## config.mk

```make
export PLATFORM = sky130hd
export DESIGN_NAME = dac_update_scheduler
export DESIGN_NICKNAME = d
export VERILOG_FILES = /design/src/rtl/dac_update_scheduler.sv
export SDC_FILE = /design/constraint.sdc
export NUM_CORES = 1
export LEC_CHECK = 0
export ABC_AREA = 1
export BUFFER_PORTS_ARGS = -buffer_cell sky130_fd_sc_hd__clkbuf_2
export CAP_MARGIN = 20
export CORE_MARGIN = 8
export CORE_UTILIZATION = 55
export CTS_CLUSTER_DIAMETER = 200
export DETAILED_ROUTE_END_ITERATION = 12
export MAX_ROUTING_LAYER = met4
export PLACE_DENSITY_LB_ADDON = 0.15
export SLEW_MARGIN = 20
export SYNTH_ARGS = -nofsm -noshare
export SYNTH_HDL_FRONTEND = slang
export SYNTH_SLANG_ARGS = --single-unit
```

## constraint.sdc

```tcl
create_clock -name clk -period 2.2 [get_ports clk]
set_input_delay 0.11 -clock clk [delete_from_list [all_inputs] [get_ports clk]]
set_output_delay 0.11 -clock clk [all_outputs]
set_load 0.1 [all_outputs]
```

## src/rtl/dac_update_scheduler.sv

```systemverilog
// Two-requester sample scheduler feeding a dual-channel DAC at a programmable update rate.
// Optional build macro DAC_SLEW_LIMIT_EN limits the per-update code change to SLEW_STEP.
module dac_update_scheduler #(
  parameter int          DIV_W     = 16,
  parameter logic [13:0] MUTE_CODE = 14'h2000,
  parameter logic [13:0] SLEW_STEP = 14'd64
) (
  input  logic             clk,
  input  logic             rst,
  input  logic             enable,
  input  logic [DIV_W-1:0] rate_div,
  input  logic             r0_valid,
  input  logic             r0_chan,
  input  logic [13:0]      r0_data,
  output logic             r0_ready,
  input  logic             r1_valid,
  input  logic             r1_chan,
  input  logic [13:0]      r1_data,
  output logic             r1_ready,
  input  logic             clr_ovr,
  output logic [13:0]      dac_a,
  output logic [13:0]      dac_b,
  output logic             dac_update,
  output logic [1:0]       ovr,
  output logic [1:0]       state
);

  typedef enum logic [1:0] {IDLE = 2'd0, ARM = 2'd1, RUN = 2'd2, FLUSH = 2'd3} state_t;

  state_t           r_state, w_state_nxt;
  logic [DIV_W-1:0] r_cnt;
  logic [13:0]      r_shadow_a, r_shadow_b;
  logic [13:0]      r_dac_a, r_dac_b;
  logic [1:0]       r_dirty, r_written, r_ovr;
  logic             r_rr_ptr;
  logic             r_dac_update;

  logic             w_gnt_ok, w_r0_ready, w_r1_ready, w_xfer, w_xfer_ch, w_tick, w_flush_entry;
  logic [13:0]      w_xfer_data, w_shadow_a_nxt, w_shadow_b_nxt, w_dac_a_nxt, w_dac_b_nxt;
  logic [1:0]       w_xfer_mask, w_ovr_set;

  // Move cur toward tgt by at most SLEW_STEP without overshoot or wrap.
  function automatic logic [13:0] f_slew(input logic [13:0] cur, input logic [13:0] tgt);
    if (tgt > cur)
      return ((tgt - cur) > SLEW_STEP) ? cur + SLEW_STEP : tgt;
    else
      return ((cur - tgt) > SLEW_STEP) ? cur - SLEW_STEP : tgt;
  endfunction

  always_comb begin
    w_state_nxt = r_state;
    case (r_state)
      IDLE:    if (enable) w_state_nxt = ARM;
      ARM:     if (!enable) w_state_nxt = FLUSH;
               else if (&r_written) w_state_nxt = RUN;
      RUN:     if (!enable) w_state_nxt = FLUSH;
      FLUSH:   w_state_nxt = IDLE;
      default: w_state_nxt = IDLE;
    endcase
  end

  // Round-robin: on contention the requester not granted last wins.
  assign w_gnt_ok    = (r_state == ARM) || (r_state == RUN);
  assign w_r0_ready  = w_gnt_ok & r0_valid & (~r1_valid | r_rr_ptr);
  assign w_r1_ready  = w_gnt_ok & r1_valid & (~r0_valid | ~r_rr_ptr);
  assign w_xfer      = w_r0_ready | w_r1_ready;
  assign w_xfer_ch   = w_r0_ready ? r0_chan : r1_chan;
  assign w_xfer_data = w_r0_ready ? r0_data : r1_data;
  assign w_xfer_mask = {w_xfer & w_xfer_ch, w_xfer & ~w_xfer_ch};

  // Tick is gated by enable so a disabling cycle always resolves to the mute path.
  assign w_tick        = (r_state == RUN) && enable && (r_cnt >= rate_div);
  assign w_flush_entry = (w_state_nxt == FLUSH) && (r_state != FLUSH);
  assign w_ovr_set     = w_tick ? 2'b00 : (w_xfer_mask & r_dirty);

  assign w_shadow_a_nxt = w_xfer_mask[0] ? w_xfer_data : r_shadow_a;
  assign w_shadow_b_nxt = w_xfer_mask[1] ? w_xfer_data : r_shadow_b;

`ifdef DAC_SLEW_LIMIT_EN
  assign w_dac_a_nxt = f_slew(r_dac_a, w_shadow_a_nxt);
  assign w_dac_b_nxt = f_slew(r_dac_b, w_shadow_b_nxt);
`else
  assign w_dac_a_nxt = w_shadow_a_nxt;
  assign w_dac_b_nxt = w_shadow_b_nxt;
`endif

  always_ff @(posedge clk) begin
    if (rst) begin
      r_state      <= IDLE;
      r_cnt        <= '0;
      r_dac_a      <= MUTE_CODE;
      r_dac_b      <= MUTE_CODE;
      r_dac_update <= 1'b0;
      r_ovr        <= 2'b00;
      r_shadow_a   <= MUTE_CODE;
      r_shadow_b   <= MUTE_CODE;
      r_dirty      <= 2'b00;
      r_written    <= 2'b00;
      r_rr_ptr     <= 1'b1;
    end else begin
      r_state      <= w_state_nxt;
      r_cnt        <= (r_state == RUN && w_state_nxt == RUN && !w_tick) ? r_cnt + 1'b1 : '0;
      r_ovr        <= (clr_ovr ? 2'b00 : r_ovr) | w_ovr_set;
      r_dac_update <= 1'b0;
      if (w_xfer) r_rr_ptr <= w_r1_ready;

      if (r_state == FLUSH) begin
        r_shadow_a <= MUTE_CODE;
        r_shadow_b <= MUTE_CODE;
        r_dirty    <= 2'b00;
        r_written  <= 2'b00;
      end else begin
        r_shadow_a <= w_shadow_a_nxt;
        r_shadow_b <= w_shadow_b_nxt;
        r_dirty    <= w_tick ? 2'b00 : (r_dirty | w_xfer_mask);
        r_written  <= r_written | w_xfer_mask;
      end

      if (w_flush_entry) begin
        r_dac_a      <= MUTE_CODE;
        r_dac_b      <= MUTE_CODE;
        r_dac_update <= 1'b1;
      end else if (w_tick) begin
        r_dac_a      <= w_dac_a_nxt;
        r_dac_b      <= w_dac_b_nxt;
        r_dac_update <= 1'b1;
      end
    end
  end

  assign r0_ready   = w_r0_ready;
  assign r1_ready   = w_r1_ready;
  assign dac_a      = r_dac_a;
  assign dac_b      = r_dac_b;
  assign dac_update = r_dac_update;
  assign ovr        = r_ovr;
  assign state      = r_state;

endmodule

```

==> impl_metrics.toml <==
[sta]
period_share_pct = 94.8
setup_viol = 0
tightest_slew_ns = 0.553
period_needed_ns = 2.09
setup_ws_ns = 0.114
tns_ns = 0
rsz0062_at_grt = "no"
maxSlewViolCount = 0
skew_ns = 0.0107
fmax_mhz = 479
slew_headroom_pct = 63.3
finalHoldViolations = 0

[clock_tree]
htreeDepth = 3
cts.root.buffer_cell = "clkbuf_8"
cts_tree = "done"
cts.sinks = 82
clockBufferDepth = 2
clk_latency_ns = 0.35
cts_made_buffers = 9
ctsHoldBuffers = 0
path_clk_slew_ns = 0.09

[global_routing]
track_usage_pct = 19.2
grt-busiest-layer = "met2"
grt_pass1_vias = 3908
grt_start_max_net_pins = 30
grt.met2_usage_pct = 33.6
grt_use_met1_pct = 20.6
antenna_found_initial = 0
overflow = 0
use_met3_pct = 4.15
grt_pass1_wl_mm = 17.1

[place]
post-dp-hpwl_mm = 7.46
pre_cts_slack_ns = 0.0990
port_buffers = 86
place_congestion = 0.843

[drt]
drc_errors = 0
drt_wl_total_mm = 9.96
vias_per_cell = 4.91
drtIter0Drc = 174
ant_nets = 0
wl_per_cell_um = 12.6
vias = 3885
dr.pass1.iters = 4

[synth]
syn_inst = 597
ys_warn_count = 0
ys_ff_latch = 82
synth_nets = 670
synth.distinct_cells = 34
synth_top_cells_by_count = "158 x nand2_1, 82 x dfxtp_1, 71 x inv_1, 71 x nor2_1, 46 x a21oi_1"
synth_most_common_cell = "nand2_1"
synth_edf_count = 0
yosysSeqAreaShare_pct = 39.0
synth_top_area_cell = "dfxtp_1"
avgSynthCellArea_um2 = 7.05
synth_area_um2 = 4210
synth.top_cell.area_share_pct = 39.0
synthFlopType = "dfxtp_1"
async_flop_share_pct = 0
ys_top_cells_by_area = "dfxtp_1 39%, nand2_1 14%, inv_1 6.3%, nor2_1 6.3%, ha_1 6.2%"

[critical_path]
critPathCaptureType = "primary output"
cp-start-kind = "flop"
cp_max_fo = 18
crit_arrival_ns = 1.98
required_ns = 2.09
path_class = "reg2out"

[floorplanning]
initial_core_util_pct = 55.7
io_pins = 87
fp.dieW_um = 104
die_area_um2 = 10700
placementRows = 32
core-area_um2 = 7570
die_h_um = 104

[layout]
multi_input_area_um2 = 2130
regArea_um2 = 1650
fillers = 686
nets = 758
syn_to_final_growth_pct = 17.9
antenna_cells = 0
drive_gt1_share_pct = 22.2

[power_and_ir_drop]
power_density_nw_per_um2 = 1090
ir_drop_uv = 650
p_leak_uw = 0.00239

[hold_path]
hold_path.class = "in2reg"

[run]
maxCapViolations = 0

[run_status]
outcome = "finished clean"
[registers in the layout, summed over array words and instances, names as in the netlist]
name	cells
r_dirty	2
r_shadow_a	14
dac_b	14
r_rr_ptr	1
dac_update	1
dac_a	14
state	2
r_cnt	16
r_shadow_b	14
ovr	2
r_written	2
[area by class of cell]
| cell class | instances | share of cell area, % |
|---|---|---|
| repair buffers | 99 | 11.4 |
| clock inverters | 5 | 0.756 |
| clock buffers | 11 | 3.05 |
| inverters | 78 | 6.02 |
| well taps | 102 | 2.57 |
| multi-input cells | 415 | 43.0 |
| flip-flops and latches | 82 | 33.2 |
[path summary, 6_finish.rpt]
check                 from       end  slack, ns  cells after the start
setup / recovery  state[0]  r0_ready       0.11                      7
hold / removal     clr_ovr    ovr[0]       0.02                      4
setup reg to reg  state[0]  dac_b[3]       0.14                     14
hold reg to reg   r_cnt[0]  r_cnt[0]       0.46                      1
[per-stage QoR]
stage	cells	power, uW	util [%]	hold slack (ns)	cell area, um^2
floorplan	597	3870	-	0.285	4230
global placement	770	4190	62.3	0.379	4710
detailed placement	770	4260	62.3	0.389	4710
CTS	786	5290	64.8	0.0224	4900
global route	792	5770	65.6	0.0383	4960
finish	792	5390	65.6	0.0229	4960
[kinds of logic after synthesis]
logic type               Yosys count  synth area share [%]
AO/OA/AOI/OAI                     68                  8.76
buffers and inverters            100                  10.8
AND/OR/NAND/NOR                  316                  33.2
adder cells (fa/ha/maj)           21                  6.24
flip-flops                        82                  39.0
XOR/XNOR                          10                  2.08
[critical path: stages (launching register included)]
cell      delay, ns
dfxtp_4        0.37
inv_1          0.08
ha_1           0.32
nand2_2        0.07
clkinv_2       0.08
nand2_8        0.10
inv_6          0.15
buf_2          0.45
[routing by layer]
metal,vias up,wire length [um]
li1,2027,-
met1,1757,4310
met2,84,4980
met3,17,465
met4,0,214
met5,-,0
[power breakdown]
group          switching (uW)  total, uW  internal (uW)
combinational            1710       2480            772
sequential                103       1880           1770
clock                     556       1030            474
total                    2370       5390           3020
[layout by cell type, fill, tap and decap left out, types with 2 or more instances in the layout]
cell type / netlist / layout
or2_1: 7 / 7
nand4_1: 5 / 5
xnor2_1: 2 / 2
nor2_1: 71 / 71
buf_12: 0 / 3
o21ai_0: 8 / 8
nand2_2: 9 / 8
nand3_1: 40 / 40
nor3_1: 6 / 6
clkinvlp_4: 0 / 3
o21a_1: 2 / 2
dfxtp_4: 0 / 2
buf_4: 0 / 10
ha_1: 21 / 21
clkbuf_2: 0 / 85
nor2_4: 2 / 2
a21oi_1: 46 / 45
nor2_2: 3 / 3
a21oi_4: 1 / 2
nand2_1: 158 / 158
nand2_4: 4 / 5
or2_2: 7 / 7
xor2_1: 8 / 8
or2_0: 2 / 2
dfxtp_1: 82 / 80
clkbuf_8: 0 / 11
inv_1: 71 / 71
o21ai_1: 9 / 9
inv_2: 4 / 4
[timing repair]
| item | in CTS | in global routing |
|---|---|---|
| gates resized for setup | 0 | 2 |
| setup buffers | 0 | 6 |
| endpoints found under the setup margin | 0 | 31 |
No activity file was read; power rests on OpenSTA's default activity.
